File: src/rtl/ser_rx.sv
// ser_rx: asynchronous-serial frame receiver with a valid/ready output register.
// Frame on the line: start bit (0), WIDTH data bits LSB first, optional parity bit, stop bit (1).
// Optional feature: define SER_RX_PARITY_EN to receive an even-parity bit after the data bits
// and report a mismatch on parity_err_o alongside the delivered word.
module ser_rx #(
    parameter int WIDTH        = 8,
    parameter int CLKS_PER_BIT = 16
) (
    input  logic             clk_i,
    input  logic             rst_n_i,
    input  logic             rx_i,
    output logic [WIDTH-1:0] data_o,
    output logic             valid_o,
    input  logic             ready_i,
    output logic             frame_err_o,
`ifdef SER_RX_PARITY_EN
    output logic             parity_err_o,
`endif
    output logic             overrun_o
);

    localparam int CNT_W = (CLKS_PER_BIT > 1) ? $clog2(CLKS_PER_BIT) : 1;
    localparam int IDX_W = (WIDTH > 1) ? $clog2(WIDTH) : 1;
    localparam logic [CNT_W-1:0] CNT_LAST = CNT_W'(CLKS_PER_BIT - 1);
    localparam logic [CNT_W-1:0] CNT_MID  = CNT_W'(CLKS_PER_BIT / 2 - 1);
    localparam logic [IDX_W-1:0] IDX_LAST = IDX_W'(WIDTH - 1);

    typedef enum logic [2:0] {
        IDLE,
        START,
        DATA,
`ifdef SER_RX_PARITY_EN
        PARITY,
`endif
        STOP,
        WAIT_HIGH
    } state_t;

    state_t           state;
    state_t           state_next;
    logic [1:0]       sync_q;
    logic             rxs;
    logic [CNT_W-1:0] cnt;
    logic [IDX_W-1:0] bit_idx;
    logic [WIDTH-1:0] shift_q;
    logic [WIDTH-1:0] shift_next;
    logic             bit_end;
    logic             cnt_clr;
    logic             shift_en;
    logic             stop_sample;
`ifdef SER_RX_PARITY_EN
    logic             par_q;
    logic             par_sample;
    logic             par_bad;
`endif

    assign rxs     = sync_q[1];
    assign bit_end = (cnt == CNT_LAST);

    // Two-flop synchronizer for the asynchronous line; resets to the idle level.
    always_ff @(posedge clk_i or negedge rst_n_i) begin
        if (!rst_n_i) begin
            sync_q <= 2'b11;
        end else begin
            sync_q <= {sync_q[0], rx_i};
        end
    end

    // Receive state register.
    always_ff @(posedge clk_i or negedge rst_n_i) begin
        if (!rst_n_i) begin
            state <= IDLE;
        end else begin
            state <= state_next;
        end
    end

    // Next-state logic and per-cycle sampling strobes.
    always_comb begin
        state_next  = state;
        cnt_clr     = 1'b0;
        shift_en    = 1'b0;
        stop_sample = 1'b0;
`ifdef SER_RX_PARITY_EN
        par_sample  = 1'b0;
`endif
        case (state)
            IDLE: begin
                cnt_clr = 1'b1;
                if (!rxs) begin
                    state_next = START;
                end
            end
            START: begin
                if (cnt == CNT_MID) begin
                    cnt_clr    = 1'b1;
                    state_next = rxs ? IDLE : DATA;
                end
            end
            DATA: begin
                if (bit_end) begin
                    cnt_clr  = 1'b1;
                    shift_en = 1'b1;
                    if (bit_idx == IDX_LAST) begin
`ifdef SER_RX_PARITY_EN
                        state_next = PARITY;
`else
                        state_next = STOP;
`endif
                    end
                end
            end
`ifdef SER_RX_PARITY_EN
            PARITY: begin
                if (bit_end) begin
                    cnt_clr    = 1'b1;
                    par_sample = 1'b1;
                    state_next = STOP;
                end
            end
`endif
            STOP: begin
                if (bit_end) begin
                    cnt_clr     = 1'b1;
                    stop_sample = 1'b1;
                    state_next  = rxs ? IDLE : WAIT_HIGH;
                end
            end
            WAIT_HIGH: begin
                cnt_clr = 1'b1;
                if (rxs) begin
                    state_next = IDLE;
                end
            end
            default: begin
                cnt_clr    = 1'b1;
                state_next = IDLE;
            end
        endcase
    end

    // Oversample counter and data-bit index.
    always_ff @(posedge clk_i or negedge rst_n_i) begin
        if (!rst_n_i) begin
            cnt     <= '0;
            bit_idx <= '0;
        end else begin
            cnt <= cnt_clr ? '0 : cnt + CNT_W'(1);
            if (state != DATA) begin
                bit_idx <= '0;
            end else if (shift_en) begin
                bit_idx <= bit_idx + IDX_W'(1);
            end
        end
    end

    // New sample enters at the MSB so the first bit received ends up at the LSB.
    always_comb begin
        shift_next            = shift_q >> 1;
        shift_next[WIDTH-1]   = rxs;
    end

    // Data shift register.
    always_ff @(posedge clk_i or negedge rst_n_i) begin
        if (!rst_n_i) begin
            shift_q <= '0;
        end else if (shift_en) begin
            shift_q <= shift_next;
        end
    end

`ifdef SER_RX_PARITY_EN
    assign par_bad = ^{shift_q, par_q};

    // Captured parity bit; even parity across data plus this bit is expected.
    always_ff @(posedge clk_i or negedge rst_n_i) begin
        if (!rst_n_i) begin
            par_q <= 1'b0;
        end else if (par_sample) begin
            par_q <= rxs;
        end
    end
`endif

    // Output register: deliver, drop with overrun, or consume; flags are single-cycle pulses.
    always_ff @(posedge clk_i or negedge rst_n_i) begin
        if (!rst_n_i) begin
            data_o       <= '0;
            valid_o      <= 1'b0;
            frame_err_o  <= 1'b0;
            overrun_o    <= 1'b0;
`ifdef SER_RX_PARITY_EN
            parity_err_o <= 1'b0;
`endif
        end else begin
            frame_err_o <= 1'b0;
            overrun_o   <= 1'b0;
            if (stop_sample && rxs) begin
                if (!valid_o || ready_i) begin
                    data_o       <= shift_q;
                    valid_o      <= 1'b1;
`ifdef SER_RX_PARITY_EN
                    parity_err_o <= par_bad;
`endif
                end else begin
                    overrun_o <= 1'b1;
                end
            end else begin
                frame_err_o <= stop_sample;
                if (valid_o && ready_i) begin
                    valid_o      <= 1'b0;
`ifdef SER_RX_PARITY_EN
                    parity_err_o <= 1'b0;
`endif
                end
            end
        end
    end

endmodule

File: config.mk
export PLATFORM = sky130hd
export DESIGN_NAME = ser_rx
export DESIGN_NICKNAME = d
export VERILOG_FILES = /design/src/rtl/ser_rx.sv
export SDC_FILE = /design/constraint.sdc
export NUM_CORES = 1
export LEC_CHECK = 0
export CORE_MARGIN = 1.5
export CORE_UTILIZATION = 55
export CTS_CLUSTER_DIAMETER = 150
export DETAILED_ROUTE_END_ITERATION = 6
export MAX_ROUTING_LAYER = met4
export PLACE_DENSITY = 0.77
export SETUP_SLACK_MARGIN = 0.4
export SLEW_MARGIN = 10
export SYNTH_ARGS = -nofsm -noshare
export SYNTH_HDL_FRONTEND = slang
export SYNTH_SLANG_ARGS = --single-unit
File: constraint.sdc
create_clock -name clk_i -period 4.2 [get_ports clk_i]
set_input_delay 0.42 -clock clk_i [delete_from_list [all_inputs] [get_ports clk_i]]
set_output_delay 0.42 -clock clk_i [all_outputs]
set_load 0.03 [all_outputs]
==> results of run 1 <==
[worst reg2reg max path, stage by stage, from the launching register on]
cell and delay [ns]:
dfrtp_1 0.37, ha_1 0.25, and3_1 0.43, and4_1 0.49, mux2_2 0.39
[stage by stage]
stage          cell area, um2  instances  total power, mW  utilization [%]  setup WS [ns]
2_1_floorplan            1310         98            0.486                -           2.55
3_3_place_gp             1450        136            0.514             65.1           2.24
3_5_place_dp             1450        136            0.527             65.1           2.18
4_1_cts                  1510        144            0.706             67.8           2.19
5_1_grt                  1510        144            0.748             67.8           2.03
6_report                 1510        144            0.698             67.8           2.16
[cell usage after synthesis, drive strengths merged, types with 2 or more instances]
cell,count
nand3,4
o21ai,2
dfstp,2
inv,2
ha,3
a2111oi,3
xnor2,3
dfrtp,29
nor2,5
nand2,6
a211oi,2
mux2,15
a21oi,5
and3,2
buf,4
[layout make-up]
cell class                 count  area, um2
tap                           28       35.0
inverter                       2       7.51
multi-input combinational     60        485
sequential                    31        778
clock buffer                   7       55.1
timing repair buffer          15        148
clock inverter                 1       5.00
fill                         171        719
[registers in the layout, summed over array words and instances, names as in the netlist]
signal and cells:
data_o 8, shift_q 8, cnt 4, bit_idx 3, state 3, sync_q 2, frame_err_o 1, overrun_o 1
valid_o 1
[power groups by stage]
stage | logic [mW] | clock network (mW) | registers [mW]
after floorplan | 0.117 | 0 | 0.370
after global placement | 0.129 | 0 | 0.386
after detailed placement | 0.137 | 0 | 0.390
after CTS | 0.137 | 0.184 | 0.384
after global routing | 0.162 | 0.195 | 0.391
final | 0.135 | 0.178 | 0.385
[cell families (layout without fill, tap and decap cells)]
logic type / after synthesis / count (layout) / share of synthesized area [%]
buffers and inverters: 7 / 25 / 3.35
muxes: 15 / 15 / 14.9
xor gates and xnor gates: 4 / 4 / 2.68
DFF: 31 / 31 / 59.5
AOI/OAI and AO/OA: 13 / 13 / 6.51
and+or+nand+nor: 25 / 25 / 10.1
adders and majority gates: 3 / 3 / 2.87
[per-layer routing]
| layer | GRT usage [%] | vias to the layer above | wire length, um |
|---|---|---|---|
| met1 | 25.9 | 402 | 1020 |
| li1 | - | 379 | - |
| met3 | 6.32 | 8 | 84 |
| met2 | 31.4 | 18 | 1040 |
| met5 | - | - | 0 |
| met4 | 11.8 | 0 | 51 |
[how the worst max path moves through the flow]
stage,from,endpoint,cells past startpoint
2_1_floorplan,state[2],shift_q[0],5
3_3_place_gp,ready_i,data_o[7],4
3_5_place_dp,cnt[0],data_o[6],4
4_1_cts,cnt[0],data_o[6],4
5_1_grt,cnt[0],data_o[6],4
6_report,cnt[0],data_o[6],4
==> flow_summary_export.csv, run 1 <==
group,metric,value,unit
outcome,status,"finished clean",
timing,slew_headroom,69.9,%
detailed_routing,routed_wl,2200,um
power,clkPwrFrac,25.5,%
power,peakVddDrop,0.000301,V
floorplanning,dieArea,2680,um2
job,maxCapViolations,0,
critical_path,cp_max_fo,11,
clock_network,clkLatencyLatePin,0.33,ns
clock_network,cts_resized,0,
clock_network,clock_path_buffers,2,
detailed_routing,drtAntennaViolNets,0,
timing,rsz0062_at_grt,"false",
critical_path,ff2ff_path_depth,4,
detailed_routing,post-route-drc-count,0,
clock_network,cts_hold_buf,0,
critical_path,critPathBufInv,0,
clock_network,htreeDepth,2,
detailed_routing,drtPass1Iterations,4,
clock_network,cts_made_buffers,5,
floorplanning,die_w,51.8,um
global_route,grt_start_max_net_pins,32,
finish,syn_to_final_growth,15.8,%
floorplanning,core,2230,um2
synth,synth.top_cell.area_share,55.5,%
floorplanning,die_y,51.8,um
power,leakagePower,0.717,nW
placement,port-buffer-count,14,
timing,tightest_slew,0.452,ns
finish,nNetsFinal,122,
detailed_routing,vias_per_cell,5.60,
critical_path,crit_arrival,2.26,ns
power,switching_share,30.7,%
clock_network,cts_root_buffer,"clkbuf_4",
hold_path,hold_depth,0,
timing,setup_violations,0,
critical_path,crit_chain,"ha_1 -> and3_1 -> and4_1 -> mux2_2",
synth,async_flop_share,100,%
timing,post-route-min-period,2.04,ns
critical_path,timing.rr.end,"data_o[6]",
critical_path,worstSetupStartpointType,"register",
synth,syn_nets,105,
power,power_density,461,nW/um2
synth,synth_area_leader_cell,"dfrtp_1",
critical_path,rrSetupSlack,2.16,ns
power,switching_power,0.214,mW
hold_path,min_to,"sync_q[1]",
synth,synthDistinctLibCells,28,
critical_path,required,4.42,ns
synth,synth_flop_cell,"dfrtp_1",
synth,synth_edf_count,0,
floorplanning,start_util,58.5,%
global_route,antenna_found_initial,0,
placement,dpl.hpwl,1520,um
timing,finalCritPeriodShare,48.6,%
placement,gp_congestion,0.764,
floorplanning,ios,15,
hold_path,hp-class,"reg -> reg",
clock_network,postCtsSetupRepairBufs,0,
timing,max_freq,0.490,GHz
synth,syn_inst,98,
detailed_routing,wire_per_inst,15.3,um
power,p_seq_share,55.1,%
timing,fin_worst_skew,0.00685,ns
global_route,grt_pass1_wl,3820,um
finish,final_cell_mix,"dfrtp_1, clkdlybuf4s50_1, mux2_2",
critical_path,crit_slowest_cell,"and4_1",
detailed_routing,vias,807,
critical_path,cp-end-kind,"register",
finish,antenna_cells,0,
timing,whs,0.363,ns
timing,tns,0,ns
synth,synthTopCellsByArea,"dfrtp_1, mux2_4, mux2_2",
synth,synth-seq-area-share,59.5,%
clock_network,path_clk_slew,0.09,ns
global_route,grt_usage,21.1,%
synth,synth_warnings,0,
critical_path,cp_slowest_stage_delay,0.49,ns
timing,hold_viol_final,0,
global_route,grt_pass1_vias,814,
detailed_routing,drtIter0Drc,11,
finish,final_common_cell,"dfrtp_1",
hold_path,hold_start,"sync_q[0]",
synth,synth_area,1310,um2
clock_network,cts_tree,"done",
synth,ys_seq_elements,31,
critical_path,path_class,"reg -> reg",
floorplanning,fp-row-count,17,
finish,drive_above_1_share,22.4,%
global_route,grt-ovfl-total,0,
synth,avgSynthCellArea,13.3,um2
clock_network,numClockSinks,31,
power,intPower,0.483,mW
critical_path,crit_family,"simple AND/OR/NAND/NOR gates",
timing,drv_slew,0,
power,p_comb_share,19.4,%
critical_path,worstReg2RegStart,"cnt[0]",
(Power assumes the default switching activity.)
==> run 2: changes to the inputs <==
Settings changed: CORE_UTILIZATION 55 to 54, PLACE_DENSITY 0.77 to 0.76.
Clock period 4.2 ns to 2 ns, I/O delays scaled along.
==> run 2 against run 1 <==
Effect of this change: die area rose by 1.7%; first-iteration DRC count rose by 73%; core utilization rose by 2.9 points; flip-flop and latch count did not move; critical path depth fell by 1; sequential share of layout area fell by 2.5 points; combinational power rose to 3.0 times the previous value; wire length fell by 2.0%; clock power rose by 89%; largest cell class unchanged.
==> flow_summary_export.csv, run 2 (synthesis results as in run 1) <==
group,metric,value,unit
timing,max_freq,0.647,GHz
floorplanning,start_util,58.0,%
clock_network,path_clk_slew,0.09,ns
timing,tns,0,ns
timing,drv_slew,0,
power,power_density,958,nW/um2
critical_path,worstSetupStartpointType,"register",
timing,setup_violations,0,
job,maxCapViolations,0,
clock_network,clock_path_buffers,2,
timing,tightest_slew,0.365,ns
clock_network,cts_tree,"done",
global_route,antenna_found_initial,0,
power,peakVddDrop,0.000692,V
finish,antenna_cells,0,
finish,n_fill_cell,163,
timing,whs,0.243,ns
critical_path,cp_slowest_stage_delay,0.42,ns
finish,syn_to_final_growth,21.8,%
timing,finalCritPeriodShare,77.3,%
floorplanning,die_w,52.2,um
detailed_routing,drtIter0Drc,19,
critical_path,critPathBufInv,0,
global_route,grt_usage,19.1,%
finish,final_cell_mix,"dfrtp_1, mux2_4, mux2_2, clkdlybuf4s50_1, dlymetal6s2s_1",
clock_network,cts_hold_buf,0,
detailed_routing,wire_per_inst,14.4,um
finish,nNetsFinal,127,
global_route,grt_pass1_wl,3540,um
critical_path,crit_arrival,1.76,ns
detailed_routing,drtPass1Iterations,4,
clock_network,cts_made_buffers,5,
detailed_routing,vias_per_cell,5.27,
hold_path,hp-class,"in -> async",
timing,rsz0062_at_grt,"true",
critical_path,crit_slowest_cell,"or3b_4",
global_route,grt_pass1_vias,790,
detailed_routing,routed_wl,2150,um
floorplanning,dieArea,2730,um2
power,power,1.53,mW
clock_network,numClockSinks,31,
finish,post-route-util,70.6,%
power,leakagePower,0.876,nW
critical_path,crit_chain,"or3b_4 -> or2_4 -> mux2_4",
timing,fin_worst_skew,0.0112,ns
critical_path,required,2.22,ns
clock_network,cts_root_buffer,"clkbuf_4",
timing,hold_viol_final,0,
detailed_routing,drtAntennaViolNets,0,
finish,top_regs,"data_o: 8 flops, shift_q: 8 flops, cnt: 4 flops",
floorplanning,die_y,52.2,um
detailed_routing,vias,785,
timing,slew_headroom,75.6,%
critical_path,cp-end-kind,"register",
global_route,grt_start_max_net_pins,32,
placement,gp_congestion,0.745,
finish,final_common_cell,"dfrtp_1",
floorplanning,core,2250,um2
critical_path,rrSetupSlack,0.45,ns
critical_path,path_class,"reg -> reg",
detailed_routing,post-route-drc-count,0,
floorplanning,fp-row-count,17,
outcome,status,"finished clean",
critical_path,timing.rr.end,"shift_q[5]",
floorplanning,ios,15,
placement,port-buffer-count,14,
global_route,grt-ovfl-total,0,
critical_path,ff2ff_path_depth,3,
timing,post-route-min-period,1.55,ns
placement,dpl.hpwl,1490,um
critical_path,crit_family,"simple AND/OR/NAND/NOR gates",
clock_network,clkLatencyLatePin,0.33,ns
clock_network,htreeDepth,2,
finish,drive_above_1_share,30.6,%
critical_path,crit_path_start,"state[0]",
critical_path,worstReg2RegStart,"state[0]",
critical_path,cp_max_fo,8,
-- run 2: changes by cell type in the layout (fill, tap and decap cells not counted), sizes merged --
cell | previous run | this run
dlymetal6s2s | 0 | 7
clkinv | 1 | 3
clkdlybuf4s50 | 14 | 7
clkbuf | 7 | 5
buf | 1 | 6
-- run 2: timing repair --
| action | CTS | global route |
|---|---|---|
| hold endpoints to repair | 0 | 0 |
| setup endpoints to repair | 19 | 18 |
| pin swaps | 0 | 2 |
| setup buffers | 2 | 0 |
| resized for setup | 8 | 10 |
-- run 2: area by class of cell --
class                      instances  area (um2)  share of cell area, %
clock buffer                       5        37.5                   2.36
clock inverter                     3        15.0                  0.943
inverter                           2        7.51                  0.471
multi-input combinational         60         515                   32.4
sequential                        31         779                   48.9
tap                               28        35.0                   2.20
timing repair buffer              20         203                   12.7
-- run 2: worst register-to-register path, stage by stage, from the launching register on --
cell and delay (ns):
dfrtp_1 0.40, or3b_4 0.42, or2_4 0.31, mux2_4 0.31
-- run 2: stage by stage --
step / cell area, um2 / setup WS, ns / instances
floorplan: 1310 / 0.355 / 98
global placement: 1480 / 0.273 / 139
detailed placement: 1480 / 0.221 / 139
CTS: 1560 / 0.411 / 149
global route: 1590 / 0.380 / 149
finish: 1590 / 0.454 / 149
-- run 2: worst max-delay path by stage --
| stage | end | slack (ns) | cells past startpoint |
|---|---|---|---|
| 2_1_floorplan | shift_q[0] | 0.36 | 5 |
| 3_3_place_gp | data_o[7] | 0.27 | 4 |
| 3_5_place_dp | data_o[1] | 0.22 | 4 |
| 4_1_cts | data_o[1] | 0.41 | 1 |
| 5_1_grt | cnt[3] | 0.38 | 4 |
| 6_report | shift_q[5] | 0.45 | 3 |
-- run 2: report_power, final --
group | internal [mW] | switching, mW | total, mW
combinational | 0.207 | 0.204 | 0.411
sequential | 0.704 | 0.0747 | 0.779
clock | 0.131 | 0.207 | 0.337
total | 1.04 | 0.485 | 1.53
-- run 2: layer usage --
layer | global-route usage [%] | part of all wire (%) | vias up
li1 | - | - | 386
met1 | 23.4 | 48 | 373
met2 | 28.5 | 46 | 19
met3 | 6.00 | 4.1 | 7
met4 | 10.3 | 2.1 | 0
met5 | - | 0 | -
==> run 3: changes to the inputs <==
Settings changed: CORE_UTILIZATION 54 to 48, PLACE_DENSITY 0.76 to 0.72.
Clock period 2 ns to 1.3 ns, I/O delays scaled along.
==> run 3 against run 2 <==
Effect of this change: the run now ends with setup timing left; clock power grew 110%; largest cell class unchanged; wire length grew 19%; highest routed layer unchanged; largest power group is now combinational cells; sequential share of layout area shrank 8.7 points; core utilization is 6.0 points higher; sequential power up 51%.
==> flow_summary_export.csv, run 3 (synthesis results as in run 1) <==
group,metric,value,unit
finish,fin_area,1930,um2
detailed_routing,drtIter0Drc,10,
finish,syn_to_final_growth,47.8,%
finish,final_cell_mix,"dfrtp_1, buf_4, mux2_4, buf_6, nand2_1",
outcome,status,"finished, violations left",
global_route,grt_start_max_net_pins,32,
timing,fin_worst_skew,0.0192,ns
finish,antenna_cells,0,
floorplanning,core,2520,um2
critical_path,crit_arrival,1.74,ns
detailed_routing,post-route-drc-count,0,
clock_network,path_clk_slew,0.10,ns
placement,port-buffer-count,14,
clock_network,cts_made_buffers,5,
timing,finalCritPeriodShare,118,%
power,peakVddDrop,0.00188,V
floorplanning,die_y,55.2,um
placement,placed_cells,153,
timing,max_freq,0.653,GHz
clock_network,cts_hold_buf,0,
global_route,busiest_layer,"met1",
power,power_density,1600,nW/um2
critical_path,ff2ff_path_depth,5,
floorplanning,start_util,51.8,%
finish,n_fill_cell,146,
finish,final_common_cell,"dfrtp_1",
timing,drv_slew,0,
outcome,violations,"setup timing",
floorplanning,fp-row-count,18,
timing,slew_headroom,73.6,%
clock_network,cts_tree,"done",
global_route,antenna_found_initial,0,
detailed_routing,vias,925,
critical_path,rrSetupSlack,-0.23,ns
detailed_routing,routed_wl,2570,um
finish,top_regs,"data_o: 8 flops, shift_q: 8 flops, cnt: 4 flops",
global_route,met3_usage,5.91,%
detailed_routing,wire_per_inst,14.7,um
clock_network,cts_root_buffer,"clkbuf_4",
finish,post-route-util,76.6,%
detailed_routing,vias_per_cell,5.32,
job,maxCapViolations,0,
clock_network,numClockSinks,31,
critical_path,cp-end-kind,"register",
finish,drive_above_1_share,54.2,%
finish,nNetsFinal,150,
global_route,gr-usage-met2,25.6,%
critical_path,cp_max_fo,7,
clock_network,clkLatencyLatePin,0.33,ns
global_route,grt_pass1_wl,3950,um
critical_path,timing.rr.end,"data_o[4]",
power,leakagePower,0.927,nW
hold_path,hp-class,"in -> async",
critical_path,crit_path_start,"cnt[1]",
floorplanning,ios,15,
detailed_routing,drtPass1Iterations,4,
critical_path,worstReg2RegStart,"cnt[1]",
placement,place_area,1660,um2
clock_network,htreeDepth,2,
finish,finalNonFillerCells,174,
timing,hold_viol_final,0,
timing,whs,0.150,ns
global_route,grt_usage,19.7,%
floorplanning,dieArea,3050,um2
critical_path,path_class,"reg -> reg",
timing,tightest_slew,0.396,ns
floorplanning,die_w,55.2,um
critical_path,worstSetupStartpointType,"register",
placement,gp_congestion,0.749,
detailed_routing,drtAntennaViolNets,0,
global_route,use_met1,27.5,%
global_route,grt_pass1_vias,867,
placement,dpl.hpwl,1610,um
timing,setup_violations,21,
timing,post-route-min-period,1.53,ns
global_route,grt-ovfl-total,0,
timing,rsz0062_at_grt,"true",
timing,tns,-3.64,ns
critical_path,required,1.51,ns
timing,worst_slack,-0.232,ns
clock_network,clock_path_buffers,2,
==> run 3: cell type report <==
type	instances	area [um2]	share of cell area, %
Clock buffer	7	45.0	2.33
Clock inverter	1	30.0	1.55
Inverter	2	7.51	0.388
Multi-Input combinational cell	60	627	32.4
Sequential cell	31	778	40.3
Tap cell	30	37.5	1.94
Timing Repair Buffer	43	408	21.1
==> run 3: worst max-delay path: stages, from the launching register on <==
cell,delay (ns)
dfrtp_1,0.41
ha_4,0.16
and3_4,0.18
and4_4,0.23
buf_12,0.14
mux2_4,0.30
==> run 3: metal layers <==
metal  wire (um)  vias to the layer above
li1            -                      431
met1        1190                      462
met2        1210                       25
met3         115                        7
met4          53                        0
met5           0                        -
==> run 3: how the worst max path moves through the flow <==
stage / endpoint / slack, ns
after global placement: shift_q[5] / -0.30
after detailed placement: shift_q[6] / -0.33
after floorplan: shift_q[0] / -0.34
after global routing: data_o[7] / -0.28
final: data_o[4] / -0.23
after CTS: data_o[4] / -0.24
==> run 3: report_power, final <==
part           total, mW  internal, mW  leakage [nW]  switching [mW]
Combinational       1.20         0.659         0.475           0.540
Sequential          1.18          1.08         0.412          0.0966
Clock              0.724         0.408        0.0395           0.316
Total               3.10          2.15         0.927           0.953
==> run 3: through the flow <==
| step | worst slack [ns] | total power [mW] |
|---|---|---|
| floorplan | -0.345 | 1.66 |
| global placement | -0.305 | 1.94 |
| detailed placement | -0.331 | 1.99 |
| CTS | -0.238 | 2.91 |
| global route | -0.278 | 3.28 |
| finish | -0.232 | 3.10 |
==> run 3: what timing repair did <==
item,CTS,global route
resized for setup,92,5
buffers inserted,7,6
setup endpoints to repair,40,40
pin swaps,3,3
